[config.mk]
export PLATFORM = sky130hd
export DESIGN_NAME = instr_issue_queue
export DESIGN_NICKNAME = d
export VERILOG_FILES = /design/src/rtl/instr_issue_queue_pkg.sv /design/src/rtl/instr_issue_queue_fifo.sv /design/src/rtl/instr_issue_queue.sv
export SDC_FILE = /design/constraint.sdc
export NUM_CORES = 1
export LEC_CHECK = 0
export CAP_MARGIN = 30
export CORE_UTILIZATION = 35
export CTS_CLUSTER_SIZE = 25
export DETAILED_ROUTE_END_ITERATION = 10
export GPL_ROUTABILITY_DRIVEN = 0
export GPL_TIMING_DRIVEN = 1
export PLACE_DENSITY = 0.6
export SLEW_MARGIN = 20
export SYNTH_ARGS = -nofsm -noshare
export SYNTH_HDL_FRONTEND = slang
export SYNTH_HIERARCHICAL = 1
export SYNTH_SLANG_ARGS = --single-unit
[constraint.sdc]
create_clock -name clk -period 4.7 [get_ports clk]
set_clock_uncertainty 0.2 [all_clocks]
set_input_delay 0.705 -clock clk [delete_from_list [all_inputs] [get_ports clk]]
set_output_delay 0.705 -clock clk [all_outputs]
set_load 0.05 [all_outputs]
[src/rtl/instr_issue_queue_pkg.sv]
// Shared definitions for the instruction issue queue: instruction word layout,
// opcode and register-select encodings, and the issue FSM state type.
package instr_issue_queue_pkg;

  // Instruction word layout: [15:14] opcode, [13:11] reserved, [10:9] reg, [8:0] addr
  localparam int INSTR_W  = 16;
  localparam int OP_LSB   = 14;
  localparam int OP_W     = 2;
  localparam int RSV_LSB  = 11;
  localparam int RSV_W    = 3;
  localparam int REG_LSB  = 9;
  localparam int REG_W    = 2;
  localparam int ADDR_LSB = 0;
  localparam int ADDR_W   = 9;

  // Hold counter width covers hold windows of 1..255 cycles
  localparam int HOLD_W = 8;

  typedef enum logic [OP_W-1:0] {
    OP_LOAD  = 2'b00,
    OP_STORE = 2'b01,
    OP_ADD   = 2'b10,
    OP_MUL   = 2'b11
  } opcode_e;

  typedef enum logic [REG_W-1:0] {
    REG_A1 = 2'b00,
    REG_A2 = 2'b01,
    REG_A3 = 2'b10,
    REG_A4 = 2'b11
  } regsel_e;

  typedef enum logic {
    ST_IDLE = 1'b0,
    ST_HOLD = 1'b1
  } issue_state_e;

  // Extract the opcode field of an instruction word
  function automatic opcode_e instr_opcode(input logic [INSTR_W-1:0] word);
    return opcode_e'(word[OP_LSB +: OP_W]);
  endfunction

endpackage

[src/rtl/instr_issue_queue_fifo.sv]
// Synchronous FIFO with a registered read port. The read word stays on rd_data
// until the next pop, so it can drive a downstream port directly.
module sync_fifo
  import instr_issue_queue_pkg::*;
#(
  parameter int WIDTH = INSTR_W,
  parameter int DEPTH = 8
) (
  input  logic                   clk,
  input  logic                   reset,
  input  logic                   clr,
  input  logic                   wr_en,
  input  logic [WIDTH-1:0]       wr_data,
  input  logic                   rd_en,
  output logic [WIDTH-1:0]       rd_data,
  output logic [$clog2(DEPTH):0] level
);

  localparam int AW = $clog2(DEPTH);
  localparam int LW = AW + 1;
  localparam logic [LW-1:0] FULL_LEVEL = LW'(DEPTH);

  logic [WIDTH-1:0] mem [DEPTH];
  logic [AW-1:0]    wr_ptr_reg;
  logic [AW-1:0]    rd_ptr_reg;
  logic [LW-1:0]    level_reg;
  logic [WIDTH-1:0] rd_data_reg;
  logic             rd_ok;
  logic             wr_ok;

  // Clear beats both ports; a write into a full FIFO is taken only when a pop frees a slot
  assign rd_ok = rd_en && !clr && (level_reg != '0);
  assign wr_ok = wr_en && !clr && ((level_reg != FULL_LEVEL) || rd_ok);

  assign rd_data = rd_data_reg;
  assign level   = level_reg;

  // Storage write port; left without reset so it can map onto block RAM
  always_ff @(posedge clk) begin
    if (wr_ok) begin
      mem[wr_ptr_reg] <= wr_data;
    end
  end

  // Registered read: old contents are read even when the write hits the same slot
  always_ff @(posedge clk or negedge reset) begin
    if (!reset) begin
      rd_data_reg <= '0;
    end else if (rd_ok) begin
      rd_data_reg <= mem[rd_ptr_reg];
    end
  end

  // Pointer and occupancy bookkeeping; pointers wrap naturally at DEPTH
  always_ff @(posedge clk or negedge reset) begin
    if (!reset) begin
      wr_ptr_reg <= '0;
      rd_ptr_reg <= '0;
      level_reg  <= '0;
    end else if (clr) begin
      rd_ptr_reg <= wr_ptr_reg;
      level_reg  <= '0;
    end else begin
      if (wr_ok) wr_ptr_reg <= wr_ptr_reg + AW'(1);
      if (rd_ok) rd_ptr_reg <= rd_ptr_reg + AW'(1);
      if (wr_ok && !rd_ok) begin
        level_reg <= level_reg + LW'(1);
      end else if (!wr_ok && rd_ok) begin
        level_reg <= level_reg - LW'(1);
      end
    end
  end

endmodule

[src/rtl/instr_issue_queue.sv]
// Instruction issue queue: buffers instruction words and presents them one at a
// time on the processor port, each held for a fixed window of HOLD_CYCLES.
module instr_issue_queue
  import instr_issue_queue_pkg::*;
#(
  parameter int DEPTH       = 8,
  parameter int HOLD_CYCLES = 12
) (
  input  logic                   clk,
  input  logic                   reset,
  input  logic                   in_valid,
  input  logic [INSTR_W-1:0]     in_instr,
  output logic                   in_ready,
  input  logic                   flush,
  output logic [INSTR_W-1:0]     instruction,
  output logic                   issue_busy,
  output logic                   issue_pulse,
  output logic [$clog2(DEPTH):0] level,
  output logic [15:0]            issued_count
);

  localparam int LW = $clog2(DEPTH) + 1;
  localparam logic [LW-1:0]     FULL_LEVEL = LW'(DEPTH);
  localparam logic [HOLD_W-1:0] HOLD_LOAD  = HOLD_W'(HOLD_CYCLES - 1);

  issue_state_e      state_reg;
  logic [HOLD_W-1:0] hold_cnt_reg;
  logic              busy_reg;
  logic              pulse_reg;
  logic [15:0]       count_reg;
  logic              window_done;
  logic              do_pop;

  // A new word may issue when idle or in the last cycle of the current window
  assign window_done = (state_reg == ST_IDLE) || (hold_cnt_reg == '0);
  assign do_pop      = window_done && (level != '0) && !flush;
  assign in_ready    = (level != FULL_LEVEL);

  assign issue_busy   = busy_reg;
  assign issue_pulse  = pulse_reg;
  assign issued_count = count_reg;

  sync_fifo #(
    .WIDTH (INSTR_W),
    .DEPTH (DEPTH)
  ) u_fifo (
    .clk     (clk),
    .reset   (reset),
    .clr     (flush),
    .wr_en   (in_valid),
    .wr_data (in_instr),
    .rd_en   (do_pop),
    .rd_data (instruction),
    .level   (level)
  );

  // Issue FSM: every pop opens a new hold window; flush never cuts a window short
  always_ff @(posedge clk or negedge reset) begin
    if (!reset) begin
      state_reg    <= ST_IDLE;
      hold_cnt_reg <= '0;
      busy_reg     <= 1'b0;
      pulse_reg    <= 1'b0;
      count_reg    <= '0;
    end else begin
      pulse_reg <= do_pop;
      if (do_pop) begin
        state_reg    <= ST_HOLD;
        hold_cnt_reg <= HOLD_LOAD;
        busy_reg     <= 1'b1;
        count_reg    <= count_reg + 16'd1;
      end else begin
        case (state_reg)
          ST_HOLD: begin
            if (hold_cnt_reg == '0) begin
              state_reg <= ST_IDLE;
              busy_reg  <= 1'b0;
            end else begin
              hold_cnt_reg <= hold_cnt_reg - HOLD_W'(1);
            end
          end
          default: begin
            state_reg <= ST_IDLE;
          end
        endcase
      end
    end
  end

endmodule
# After elaboration in Yosys (flattened, before gate mapping)
# Memory sizes are Yosys's and may differ from the RTL's. A register that Yosys moved wholly into a read port is not among the register bits.
# Index checks and enable logic that the tools add are counted.
# op_classes
bitwise_logic	2
reduce_logical	23
add_sub_neg	6
mux	16
n_eq_ne	2
# ops
cell	count
8-bit two-way mux	3
16-bit by 1-bit adder with 16-bit output (second input constant)	1
4-bit two-way mux	3
1-bit logical AND	8
8-bit logical NOT	1
1-bit two-way mux	8
8-bit by 1-bit subtractor with 8-bit output (second input constant)	1
3-bit by 1-bit adder with 3-bit output (second input constant)	2
3-bit two-way mux	2
2-bit AND reduction	3
2-bit nonzero test	3
4-bit by 1-bit adder with 4-bit output (second input constant)	1
1-bit logical NOT	4
4-bit inequality test (second input constant)	1
4-bit nonzero test	1
4-bit by 1-bit subtractor with 4-bit output (second input constant)	1
3-bit nonzero test	1
1-bit logical OR	2
2-bit inequality test (second input constant)	1
1-bit inverter	2
# totals
output_inout_bits	39
in_bits	20
elab_cells	58
mem_bits_rw	128
regBits	37
mem_count	1
# memory_table
name	depth	word_bits	rd	rd_ports_with_merged_regs	wr	line	text
u_fifo.mem	8	16	1	1	1	instr_issue_queue_fifo.sv:23	logic [WIDTH-1:0] mem [DEPTH];

# Longest topological paths before layout
# logic_depth
ltp_word	13
depth_mapped	18

# Modules after synthesis
# Netlist, hierarchy kept.
# by_module_without_submodules
mod	area_per_inst_um2	instances	seq_area_each_um2	cells_each
sync_fifo	6312.3	1	4494.3	331
instr_issue_queue	1353.8	1	675.6	123

# Worst setup path before layout
# Ideal clock, no wire load.
# synth_timing
path_type	flip-flop to flip-flop
start	register hold_cnt_reg[0]
end	memory u_fifo/mem[4][0] (netlist name) (enable)
period_less_slack_ns	4.417
setup_time_ns	0.430
setup_slack_ns	0.283
stages_incl_launch_ff	14
arrival_time_ns	3.787
t_required_ns	4.070
path_cell_list	dfrtp_1 > inv_1 > ha_1 > or3b_1 > clkbuf_1 > o21ai_4 > nand2_2 > clkinv_2 > buf_2 > nand2b_1 > clkbuf_2 > nand3_1 > nand3_1 > nor4_1
# synth_via
elab_chain_len	10
# synth_rtl
item	line	text
start, declared	instr_issue_queue.sv:27	logic [HOLD_W-1:0] hold_cnt_reg;
start signal, assigned	instr_issue_queue.sv:79	hold_cnt_reg <= hold_cnt_reg - HOLD_W'(1);
8-bit logical NOT	instr_issue_queue.sv:35	assign window_done = (state_reg == ST_IDLE) || (hold_cnt_reg == '0);
1-bit logical OR	instr_issue_queue.sv:35	
1-bit logical AND (2 in a row)	instr_issue_queue.sv:36	assign do_pop = window_done && (level != '0) && !flush;
net do_pop	instr_issue_queue.sv:32	logic do_pop;
1-bit logical AND (2 in a row)	instr_issue_queue_fifo.sv:32	assign rd_ok = rd_en && !clr && (level_reg != '0);
1-bit logical OR	instr_issue_queue_fifo.sv:33	assign wr_ok = wr_en && !clr && ((level_reg != FULL_LEVEL) || rd_ok);
1-bit logical AND	instr_issue_queue_fifo.sv:33	
1-bit two-way mux	instr_issue_queue_fifo.sv:40	if (wr_ok) begin
1-bit two-way mux (implied by the code)	instr_issue_queue_fifo.sv:41	mem[wr_ptr_reg] <= wr_data;
end, declared	instr_issue_queue_fifo.sv:23	
# The timed path passes the listed nets, and every way through them passes these cells.

# Final worst setup path
# layout_timing
start	register hold_cnt_reg[0]
end	register u_fifo.level_reg[2], in the netlist u_fifo/level[2]
# layout_via
elab_chain_len	11
elab_cells_between_ends	15
classes_between	mux: 2; reduce/logical: 13
# layout_rtl
item	line	text
8-bit logical NOT *	instr_issue_queue.sv:35	
1-bit logical OR *	instr_issue_queue.sv:35	
1-bit logical AND * (2 in a row)	instr_issue_queue.sv:36	
net do_pop	instr_issue_queue.sv:32	
1-bit logical AND * (2 in a row)	instr_issue_queue_fifo.sv:32	
1-bit logical OR	instr_issue_queue_fifo.sv:33	
1-bit logical AND	instr_issue_queue_fifo.sv:33	
1-bit logical AND / 1-bit logical NOT (equally long branches)	instr_issue_queue_fifo.sv:66, instr_issue_queue_fifo.sv:68	
4-bit two-way mux / 1-bit logical AND (equally long branches)	instr_issue_queue_fifo.sv:66, instr_issue_queue_fifo.sv:68	
4-bit two-way mux / 3-bit nonzero test (equally long branches)	--	
end signal, assigned	instr_issue_queue_fifo.sv:67	level_reg <= level_reg + LW'(1);
end signal, assigned	instr_issue_queue_fifo.sv:69	level_reg <= level_reg - LW'(1);
end, declared	instr_issue_queue_fifo.sv:26	logic [LW-1:0] level_reg;
# The timed path passes the listed nets; every way through them passes the cells marked *.
# A chain may end at the register's enable or synchronous reset.

==> metrics.md <==
| Metric | Value |
|---|---|
| Max Used Layer | `met4` |
| TritonRoute pass-1 iters | `6` |
| CTS Sinks | `181` |
| Vias per cell | `5.10` |
| WS Path Type | `flop to flop` |
| Global-route wire length before repair | `23.6 mm` |
| Total Negative Setup Slacks | `0 ns` |
| Violation count after the first detailed-routing iteration | `212` |
| Gr usage total | `14.2%` |
| Max-slew headroom | `50.1%` |
| Setup repair bufs after CTS | `0` |
| Post-synth EDFFs | `128` |
| Maxcap violations | `0` |
| Initial antenna violation count | `0` |
| DP Worst Slack | `0.673 ns` |
| Num rows | `53` |
| Fmax | `0.247 GHz` |
| Maximum resistive drop on vdd | `0.255 mV` |
| CP required | `4.81 ns` |
| Met2 WL | `7.01 mm` |
| Met3 WL post-DR | `541 µm` |
| Mapped Nets | `481` |
| Mean Syn Cell Area | `16.9 µm²` |
| Fin crit share | `86.2%` |
| Detail Route Antenna Nets | `0` |
| RSZ-0062 raised after global routing | `false` |
| CTS tree | `done` |
| Post-Route M1 WL | `7.12 mm` |
| Outcome | `completed` |
| Power density over the cells | `462 nW/µm²` |
| Slew Viols, Final | `0` |
| Initial Utilization | `36.1%` |
| Via count | `4,134` |
| Share of cells above drive strength 1 | `13.3%` |
| Average wire per standard cell | `18.3 µm` |
| Final Critical Period | `4.05 ns` |
| Worst EP arrival | `4.16 ns` |
| Post-Syn Area | `7670 µm²` |
| Final Hold Fails | `0` |
| FILL cells | `1,884` |
| Post-synthesis register bit count | `181` |
| Count of cell types in the netlist | `65` |
| Post-CTS sizing | `0` |
| Synth Flop Type | `edfxtp_1` |
| Max clock buf depth | `2` |
| Placeable Area | `21,200 µm²` |
| Die area | `22,500 µm²` |
| DP Wirelength | `8.67 mm` |
| TritonCTS buffer count | `17` |
| Seq/Total Area, Yosys | `67.4%` |
| Final setup fails | `0` |
| # IOs | `59` |
| Root Buffer Master | `clkbuf_16` |
| YS warnings | `6` |
| Gate Count Post-Synth | `454` |
| Async set or reset register ratio after synthesis | `29.3%` |
| Htree depth | `4` |
| Worst-margin pin slew | `0.748 ns` |
| Setup crit start kind | `flop` |
| Grt ovf | `0` |
| Vias in the first global route | `4,292` |
| Die height | `150 µm` |
| Clk_lat worst skew | `0.42 ns` |
| CP Capture Type | `flop` |
| CP max FO | `18` |
| Commonest non-fill, non-tap cell in the layout | `edfxtp_1` |
| Setup ws final | `0.648 ns` |
| IO buf count | `58` |
| Final WL | `14.8 mm` |
| Hold_buf cts | `0` |
| Nets | `549` |
| Leak | `0.00325 µW` |
| Hold Crit Class | `input pin to asynchronous set/reset pin` |
| Most frequent cells in the layout | `edfxtp_1 (128), clkdlybuf4s50_1 (57), dfrtp_1 (53), nor2_1 (35), mux4_1 (26)` |
| Largest net degree at the start of global routing | `54` |
| Antenna Cells | `0` |
| Max reg flops | `128` |
| Area growth, synth to finish | `19.3%` |
| DRC viols | `0` |
| Clock transition at the registers of the reported paths | `0.07 ns` |
| Chip Width | `150 µm` |
kinds of logic (layout without fill, tap and decap cells):
| family | count (synthesis) | in the layout | synth area share [%] |
|---|---|---|---|
| flip-flops | 181 | 181 | 67.4 |
| multiplexers | 55 | 55 | 13.8 |
| AO/OA/AOI/OAI | 48 | 48 | 4.16 |
| buffers and inverters | 32 | 113 | 2.50 |
| AND/OR/NAND/NOR | 105 | 105 | 7.90 |
| adder cells (fa/ha/maj) | 7 | 7 | 1.24 |
| XOR/XNOR | 26 | 26 | 2.97 |
final timing paths:
| kind | cells after the start | slack, ns | endpoint | startpoint |
|---|---|---|---|---|
| min reg2reg | 1 | 0.27 | issued_count[15] | issued_count[15] |
| max reg2reg | 15 | 0.65 | u_fifo/level[2] | hold_cnt_reg[0] |
| min in group clk | 1 | 0.27 | issued_count[15] | issued_count[15] |
| max in group asynchronous | 2 | 3.58 | u_fifo/rd_data[14] | reset |
| max | 15 | 0.65 | u_fifo/level[2] | hold_cnt_reg[0] |
| min | 2 | 0.23 | u_fifo/level[3] | reset |
stage by stage:
| stage | instances | utilization, % | power [µW] | cell area (µm²) | hold WS, ns |
|---|---|---|---|---|---|
| 3_3_place_gp | 778 | 40.3 | 2840 | 8550 | 0.265 |
| 4_1_cts | 810 | 43.1 | 4280 | 9140 | 0.255 |
| 3_5_place_dp | 778 | 40.3 | 2870 | 8550 | 0.265 |
| 2_1_floorplan | 454 | - | 2640 | 7670 | 0.209 |
| 5_1_grt | 810 | 43.1 | 4420 | 9140 | 0.297 |
| 6_report | 810 | 43.1 | 4220 | 9140 | 0.235 |
final cells by class:
type | count | area [µm²] | area share [%]
Inverter | 8 | 31.3 | 0.342
Timing Repair Buffer | 73 | 688 | 7.53
Clock buffer | 18 | 429 | 4.69
Clock inverter | 14 | 164 | 1.79
Tap cell | 275 | 344 | 3.76
Sequential cell | 181 | 5170 | 56.5
Multi-Input combinational cell | 241 | 2320 | 25.3
synth_stat cells (all sizes together), types with 8 or more instances:
master,count,area share [%]
mux2i,19,2.5
edfxtp,128,50
buf,19,1.8
mux4,32,11
dfrtp,53,17
nor2,36,1.9
nand2,14,0.72
nor4,8,0.93
xnor2,21,2.4
nand3,10,0.72
o21ai,9,0.73
nand4,9,0.82
a21oi,23,1.5
where the power goes:
part	total [µW]	switching, µW	internal (µW)
registers	1960	107	1860
clock network	1400	643	757
logic	859	460	399
metal layers:
metal / global-route usage [%] / up-vias
met5: 0 / -
met4: 3.94 / 0
met3: 3.99 / 15
met2: 22.4 / 76
met1: 19.2 / 2126
li1: - / 1917
critical path, stage by stage (launching register included):
cell,delay (ns)
dfrtp_1,0.41
inv_1,0.07
ha_1,0.24
or3b_1,0.47
o21ai_4,0.44
nand2_2,0.14
clkinv_2,0.19
nand2b_1,0.21
or2_1,0.30
nand2_1,0.10
inv_1,0.07
fa_1,0.38
xnor2_1,0.16
a211oi_1,0.26
a31oi_1,0.07
o22a_1,0.21
(Power assumes the default switching activity.)
